File: src/rtl/axis_m_pkt_tx.sv
// AXI4-Stream byte transmitter: push FIFO, registered output stage, packet counter and sticky overflow.
// Build option AXIS_TX_STORE_FWD_EN: in IDLE, hold off until a whole packet (or a full FIFO) is buffered.
module axis_m_pkt_tx #(
  parameter int DEPTH = 16,
  parameter int CNT_W = 16
) (
  input  logic             m_axis_aclk,
  input  logic             m_axis_aresetn,
  input  logic             wr_en,
  input  logic [7:0]       wr_data,
  input  logic             wr_last,
  output logic             wr_full,
  output logic             overflow,
  output logic             m_axis_tvalid,
  input  logic             m_axis_tready,
  output logic [7:0]       m_axis_tdata,
  output logic             m_axis_tlast,
  output logic             busy,
  output logic [CNT_W-1:0] pkt_count
);
  localparam int AW = $clog2(DEPTH);

  typedef enum logic {IDLE = 1'b0, SEND = 1'b1} state_t;

  state_t            state_q, state_d;
  logic [8:0]        mem [DEPTH];
  logic [AW-1:0]     wr_ptr_q, rd_ptr_q;
  logic [AW:0]       count_q, count_d;
  logic              overflow_q;
  logic              tvalid_q, tlast_q;
  logic [7:0]        tdata_q;
  logic [CNT_W-1:0]  pkt_count_q;
  logic [8:0]        head;
  logic              fifo_empty, push, load, hs, load_ok, idle_ok;

  assign wr_full    = (count_q == (AW+1)'(DEPTH));
  assign fifo_empty = (count_q == '0);
  assign head       = mem[rd_ptr_q];
  assign push       = wr_en & ~wr_full;
  assign hs         = tvalid_q & m_axis_tready;
  assign load       = ~fifo_empty & (~tvalid_q | m_axis_tready) & load_ok;

`ifdef AXIS_TX_STORE_FWD_EN
  logic [AW:0] pkts_stored_q, pkts_stored_d;

  always_comb begin
    pkts_stored_d = pkts_stored_q;
    case ({push & wr_last, load & head[8]})
      2'b10:   pkts_stored_d = pkts_stored_q + 1'b1;
      2'b01:   pkts_stored_d = pkts_stored_q - 1'b1;
      default: pkts_stored_d = pkts_stored_q;
    endcase
  end

  always_ff @(posedge m_axis_aclk or negedge m_axis_aresetn) begin
    if (!m_axis_aresetn) pkts_stored_q <= '0;
    else                 pkts_stored_q <= pkts_stored_d;
  end

  // A packet longer than the FIFO can never be complete in it, so a full FIFO also releases IDLE.
  assign idle_ok = (pkts_stored_q != '0) | wr_full;
`else
  assign idle_ok = 1'b1;
`endif

  always_comb begin
    load_ok = idle_ok;
    if (state_q == SEND) load_ok = 1'b1;
  end

  always_comb begin
    count_d = count_q;
    case ({push, load})
      2'b10:   count_d = count_q + 1'b1;
      2'b01:   count_d = count_q - 1'b1;
      default: count_d = count_q;
    endcase
  end

  always_comb begin
    state_d = state_q;
    busy    = (state_q == SEND);
    case (state_q)
      IDLE: if (load) state_d = SEND;
      SEND: if (hs && tlast_q && !load) state_d = IDLE;
      default: state_d = IDLE;
    endcase
  end

  // Storage array carries no reset so it can map onto block RAM.
  always_ff @(posedge m_axis_aclk) begin
    if (push) mem[wr_ptr_q] <= {wr_last, wr_data};
  end

  always_ff @(posedge m_axis_aclk or negedge m_axis_aresetn) begin
    if (!m_axis_aresetn) begin
      state_q     <= IDLE;
      wr_ptr_q    <= '0;
      rd_ptr_q    <= '0;
      count_q     <= '0;
      overflow_q  <= 1'b0;
      tvalid_q    <= 1'b0;
      tdata_q     <= 8'h00;
      tlast_q     <= 1'b0;
      pkt_count_q <= '0;
    end else begin
      state_q <= state_d;
      count_q <= count_d;
      if (push) wr_ptr_q <= wr_ptr_q + 1'b1;
      if (wr_en && wr_full) overflow_q <= 1'b1;
      if (load) begin
        rd_ptr_q <= rd_ptr_q + 1'b1;
        tvalid_q <= 1'b1;
        tdata_q  <= head[7:0];
        tlast_q  <= head[8];
      end else if (hs) begin
        tvalid_q <= 1'b0;
      end
      if (hs && tlast_q) pkt_count_q <= pkt_count_q + 1'b1;
    end
  end

  assign overflow      = overflow_q;
  assign m_axis_tvalid = tvalid_q;
  assign m_axis_tdata  = tdata_q;
  assign m_axis_tlast  = tlast_q;
  assign pkt_count     = pkt_count_q;
endmodule

File: config.mk
export PLATFORM = sky130hd
export DESIGN_NAME = axis_m_pkt_tx
export DESIGN_NICKNAME = d
export VERILOG_FILES = /design/src/rtl/axis_m_pkt_tx.sv
export SDC_FILE = /design/constraint.sdc
export NUM_CORES = 1
export LEC_CHECK = 0
export CELL_PAD_IN_SITES_DETAIL_PLACEMENT = 0
export CELL_PAD_IN_SITES_GLOBAL_PLACEMENT = 1
export CORE_MARGIN = 3
export CORE_UTILIZATION = 51
export CTS_CLUSTER_DIAMETER = 120
export DETAILED_ROUTE_END_ITERATION = 10
export PLACE_DENSITY_LB_ADDON = 0.1
export SYNTH_ARGS = -nofsm -noshare
export SYNTH_HDL_FRONTEND = slang
export SYNTH_SLANG_ARGS = --single-unit
File: constraint.sdc
create_clock -name m_axis_aclk -period 3.81 [get_ports m_axis_aclk]
set_input_delay 0.9525 -clock m_axis_aclk [delete_from_list [all_inputs] [get_ports m_axis_aclk]]
set_output_delay 0.9525 -clock m_axis_aclk [all_outputs]
set_load 0.02 [all_outputs]
* Word level (Yosys, flattened, before mapping) *
Memories as Yosys holds them, arrays and structs flattened. A register that Yosys moved wholly into a read port is not among the register bits.
Cells that the tools add are included.

word-level totals
  register bits = 32
  bits in latches = 0
  RAM bits = 144
  bits in read-only memories = 0
  bits of input ports = 13
  memories = 1

cells by class
  add/subtract/negate cells = 5
  multiply operators = 0
  div/mod/pow operators = 0
  $lt $le $gt $ge = 0
  equality and inequality tests = 3
  shift-type cells = 0
  mux-type cells = 8
  bitwise logic cells = 8
  reduce and logical (&&, ||, !) cells = 8

memory list
  memory  depth  width  read ports  clocked after memory_dff  write ports  line  RTL
  mem     16     9      1           1                         1            26    logic [8:0] mem [DEPTH];

operators with widths
  operator                                                             number
  16-bit by 1-bit adder with 16-bit output (second input constant)     1
  5-bit case mux with 2 select lines                                   1
  4-bit by 1-bit adder with 4-bit output (second input constant)       2
  1-bit two-way mux                                                    6
  5-bit by 1-bit adder with 5-bit output (second input constant)       1
  5-bit == test (second input constant)                                1
  5-bit logical NOT                                                    1
  5-bit by 1-bit subtractor with 5-bit output (second input constant)  1
  1-bit inverter                                                       4
  2-bit nonzero test                                                   2
  1-bit bitwise AND                                                    3
  1-bit logical AND                                                    3
  2-bit by 1-bit == test with 1-bit output (second input constant)     1
  2-bit == test (second input constant)                                1
  1-bit logical NOT                                                    2
  1-bit case mux with 2 select lines                                   1
  1-bit OR                                                             1

* Logic depth before layout (Yosys ltp) *
  depth in word-level cells = 7
  gate-level depth with buffers = 12

* Worst setup path before layout *
No wires, ideal clock.

  path kind = in2reg
  start point = in wr_en
  end point = reg count_q[4]
  setup time = 0.079 ns
  data arrival time = 2.862 ns
  data required time = 3.731 ns
  path slack = 0.869 ns
  stages = 10
  path buffers = 1
  path through = a21boi_1 -> inv_1 -> ha_1 -> clkbuf_1 -> xor2_1 -> ha_1 -> o21a_1 -> o21a_1 -> o32ai_1 -> xor2_1

between the ends
  word-level cells in the longest chain between the ends = 3
  elaborated cells between the ends (all ways) = 5
  those cells by class = eq/ne: 2; mux: 1; bitwise: 1; reduce/logical: 1

RTL lines
  what                                                                       line  RTL
  start, declared                                                            9     input logic wr_en,
  1-bit bitwise AND (*)                                                      39    assign push = wr_en & ~wr_full;
  2-bit by 1-bit == test with 1-bit output or 2-bit == test (tied branches)  73    case ({push, load})
  5-bit case mux with 2 select lines or 2-bit nonzero test (tied branches)   n/a
  end signal, assigned                                                       108   count_q <= count_d;
  end, declared                                                              28    logic [AW:0] count_q, count_d;

Every way passes the cells marked *; elsewhere a longest branch is shown, timed or not.
A chain may end at the register's enable or synchronous reset.

* Worst setup path after layout *
  start point = reg count_q[1]
  end point = out wr_full

between the ends
  word-level cells in the longest chain between the ends = 1

RTL lines
  what           line  RTL
  5-bit == test  36    assign wr_full = (count_q == (AW+1)'(DEPTH));
  end, declared  12    output logic wr_full,

No other way between the ends.

==> flow_summary.yaml <==
critical_path:
  r2r_cells: 9
  critPathMaxStageDelay_ns: 0.60
  required_ns: 2.86
  regToRegEndpoint: "count_q[4]$_DFFE_PN0P_"
  slowest_stage: "clkdlybuf4s50_1"
  worstSetupStartpoint: "count_q[1]$_DFFE_PN0P_"
  critPathLaunchType: "flop"
  end_kind: "output port"
  crit_chain: "nor4_1 -> and2_1 -> clkdlybuf4s50_1"
  worstPathArrival_ns: 2.06
  reg2reg_slack_ns: 1.08
  critical_path_class: "reg2out"
  reg2reg_from: "count_q[1]$_DFFE_PN0P_"
  cp_max_fo: 8
placement:
  gp_congestion: 0.748
  dp_hpwl_mm: 8.74
  portBuffers: 41
  dpl.cell_count: 624
  pre_cts_slack_ns: 0.553
cells_and_area:
  utilization: 0.620
  drive_above_1_share: 0.225
  area_delta_synth_final_pct: 17.4
  antenna_cells: 0
  instances_no_fill: 656
  nets: 486
clocking:
  cts_tree: "built"
  postCtsResizedCells: 0
  clockBufferDepth: 2
  cts.htree.levels: 4
  clk_pin_slew_ns: 0.07
  cts_setup_buffers: 0
  cts_hold_buf: 0
  numCtsBuffers: 17
  clock_sinks: 185
  cts_root_buf: "clkbuf_16"
  insertion_delay_ns: 0.43
synth:
  ys_async_sr_fraction: 0.222
  ys_ff_latch: 185
  ys_warn_count: 0
  yosys.area.top_type: "edfxtp_1"
  synth_cells: 402
  synthFlopType: "edfxtp_1"
  synth-edff-count: 144
  synth_area_leaders: "edfxtp_1 58%, dfrtp_1 14%, mux4_2 11%, xnor2_1 2.2%, mux2_2 1.8%"
  postSynthAreaPerCell_um2: 18.4
  synth.top_cells.by_count: "144 x edfxtp_1, 41 x dfrtp_1, 36 x mux4_2, 19 x xnor2_1, 18 x o22ai_1"
  netlist_area_um2: 7410
  synth_nets: 425
  yosysTopAreaCellShare: 0.583
  synth_cell_types: 41
  yosysSeqAreaShare: 0.722
  synth.most_common_cell: "edfxtp_1"
timing:
  slew_headroom: 0.382
  rsz0062_at_grt: "false"
  setup_slack_ns: 0.802
  drv_slew: 0
  finalSetupViolCount: 0
  hold_violations: 0
  fin_tns_setup_ns: 0
  finalCritPeriodShare: 0.789
  fmax_ghz: 0.332
  worst_slew_pin_slew_ns: 0.926
  final.setup_skew_ns: 0.00755
  fin_crit_ns: 3.01
routing:
  wire_per_inst_um: 21.0
  vias: 3769
  wl_mm: 13.8
  drc: 0
  drtIter0Drc: 266
  antenna_left: 0
  first_pass_iters: 4
  routed_via_density: 5.75
grt:
  grt_max_degree: 42
  antenna_found_initial: 0
  met1_usage: 0.265
  grt_pass1_wl_mm: 22.4
  grt_pass1_vias: 3913
  met2_usage: 0.287
  grt.overflow.total: 0
  track_usage: 0.187
  grt.busiest_layer: "met2"
  grt_use_met3: 0.0501
flow_run:
  maxCapViolCount: 0
floorplan:
  die_h_um: 127
  rows: 43
  ios: 42
  core-area_um2: 14000
  dieArea_um2: 16000
  initial_utilization: 0.528
  fp.dieW_um: 127
run_status:
  status: "complete, no violations"
hold_path:
  min_to: "pkt_count[15]$_DFFE_PN0P_"
  hold_class: "reg2reg"
  min_path_cells: 1
  min_from: "pkt_count[15]$_DFFE_PN0P_"
power:
  total_power_mw: 6.40
  vdd_drop_max_uv: 414
  cellPowerDensity_nw_per_um2: 736
  p_leak_nw: 3.00
## routing by layer
| metal | vias up | share of wire |
|---|---|---|
| met2 | 95 | 0.50 |
| met4 | 0 | 0.013 |
| met1 | 1942 | 0.44 |
| met3 | 13 | 0.046 |
| li1 | 1719 | - |
| met5 | - | 0 |
## critical path, delay by kind of cell, from the launching register on
family / cells / cell delay, ns
flops: 1 / 0.46
buf+inv: 1 / 0.60
simple gates: 2 / 0.55
## per-stage QoR
stage	hold WS, ns	instance area [um^2]
after floorplan	0.525	7410
after global placement	0.442	8090
after detailed placement	0.451	8090
after CTS	0.469	8700
after global routing	0.474	8700
final	0.465	8700
## registers in the layout, indices dropped and copies added (netlist names)
register       count
m_axis_tvalid      1
overflow           1
busy               1
m_axis_tlast       1
pkt_count         16
rd_ptr_q           4
m_axis_tdata       8
count_q            5
mem              144
wr_ptr_q           4
## power by group
part	internal, mW	switching (mW)
clock network	1.05	0.770
registers	2.50	0.268
logic	0.911	0.910
total	4.46	1.95
## cell type report
cell class,count,area (um^2)
flip-flops and latches,185,5350
clock inverters,15,186
fillers,1008,5340
repair buffers,62,563
well taps,180,225
multi-input cells,194,1940
inverters,3,11.3
clock buffers,17,425
## layout by cell type (no fill, tap or decap), types with 2 or more instances in the layout
cell type / instances
edfxtp_1: 144
dfrtp_1: 40
clkdlybuf4s50_1: 40
mux4_2: 36
buf_4: 21
xnor2_1: 19
o22ai_1: 18
nor2_1: 17
clkbuf_16: 17
nand2_1: 12
mux2_2: 12
a21oi_1: 11
ha_1: 10
xor2_1: 8
nand3_1: 7
nand4_1: 7
nand2b_1: 5
nor3_1: 5
inv_1: 3
and2_1: 3
and3_1: 3
bufinv_16: 3
clkinvlp_4: 3
inv_8: 3
a21o_1: 2
o21ai_0: 2
o21a_1: 2
inv_6: 2
clkinv_2: 2
## worst max-delay path by stage
stage,end,slack (ns),depth (start not counted)
after floorplan,count_q[4]$_DFFE_PN0P_,0.87,10
after global placement,count_q[4]$_DFFE_PN0P_,0.60,10
after detailed placement,count_q[4]$_DFFE_PN0P_,0.55,10
after CTS,wr_full,0.76,3
after global routing,wr_full,0.63,3
final,wr_full,0.80,3
## cells by family after synthesis
logic type,after synthesis,synth area share
compound gates,42,0.0383
flops,185,0.722
fa+ha+maj,10,0.0169
buf+inv,23,0.0167
mux,48,0.128
simple gates,67,0.0466
xor+xnor,27,0.0319
(Power assumes the default switching activity.)
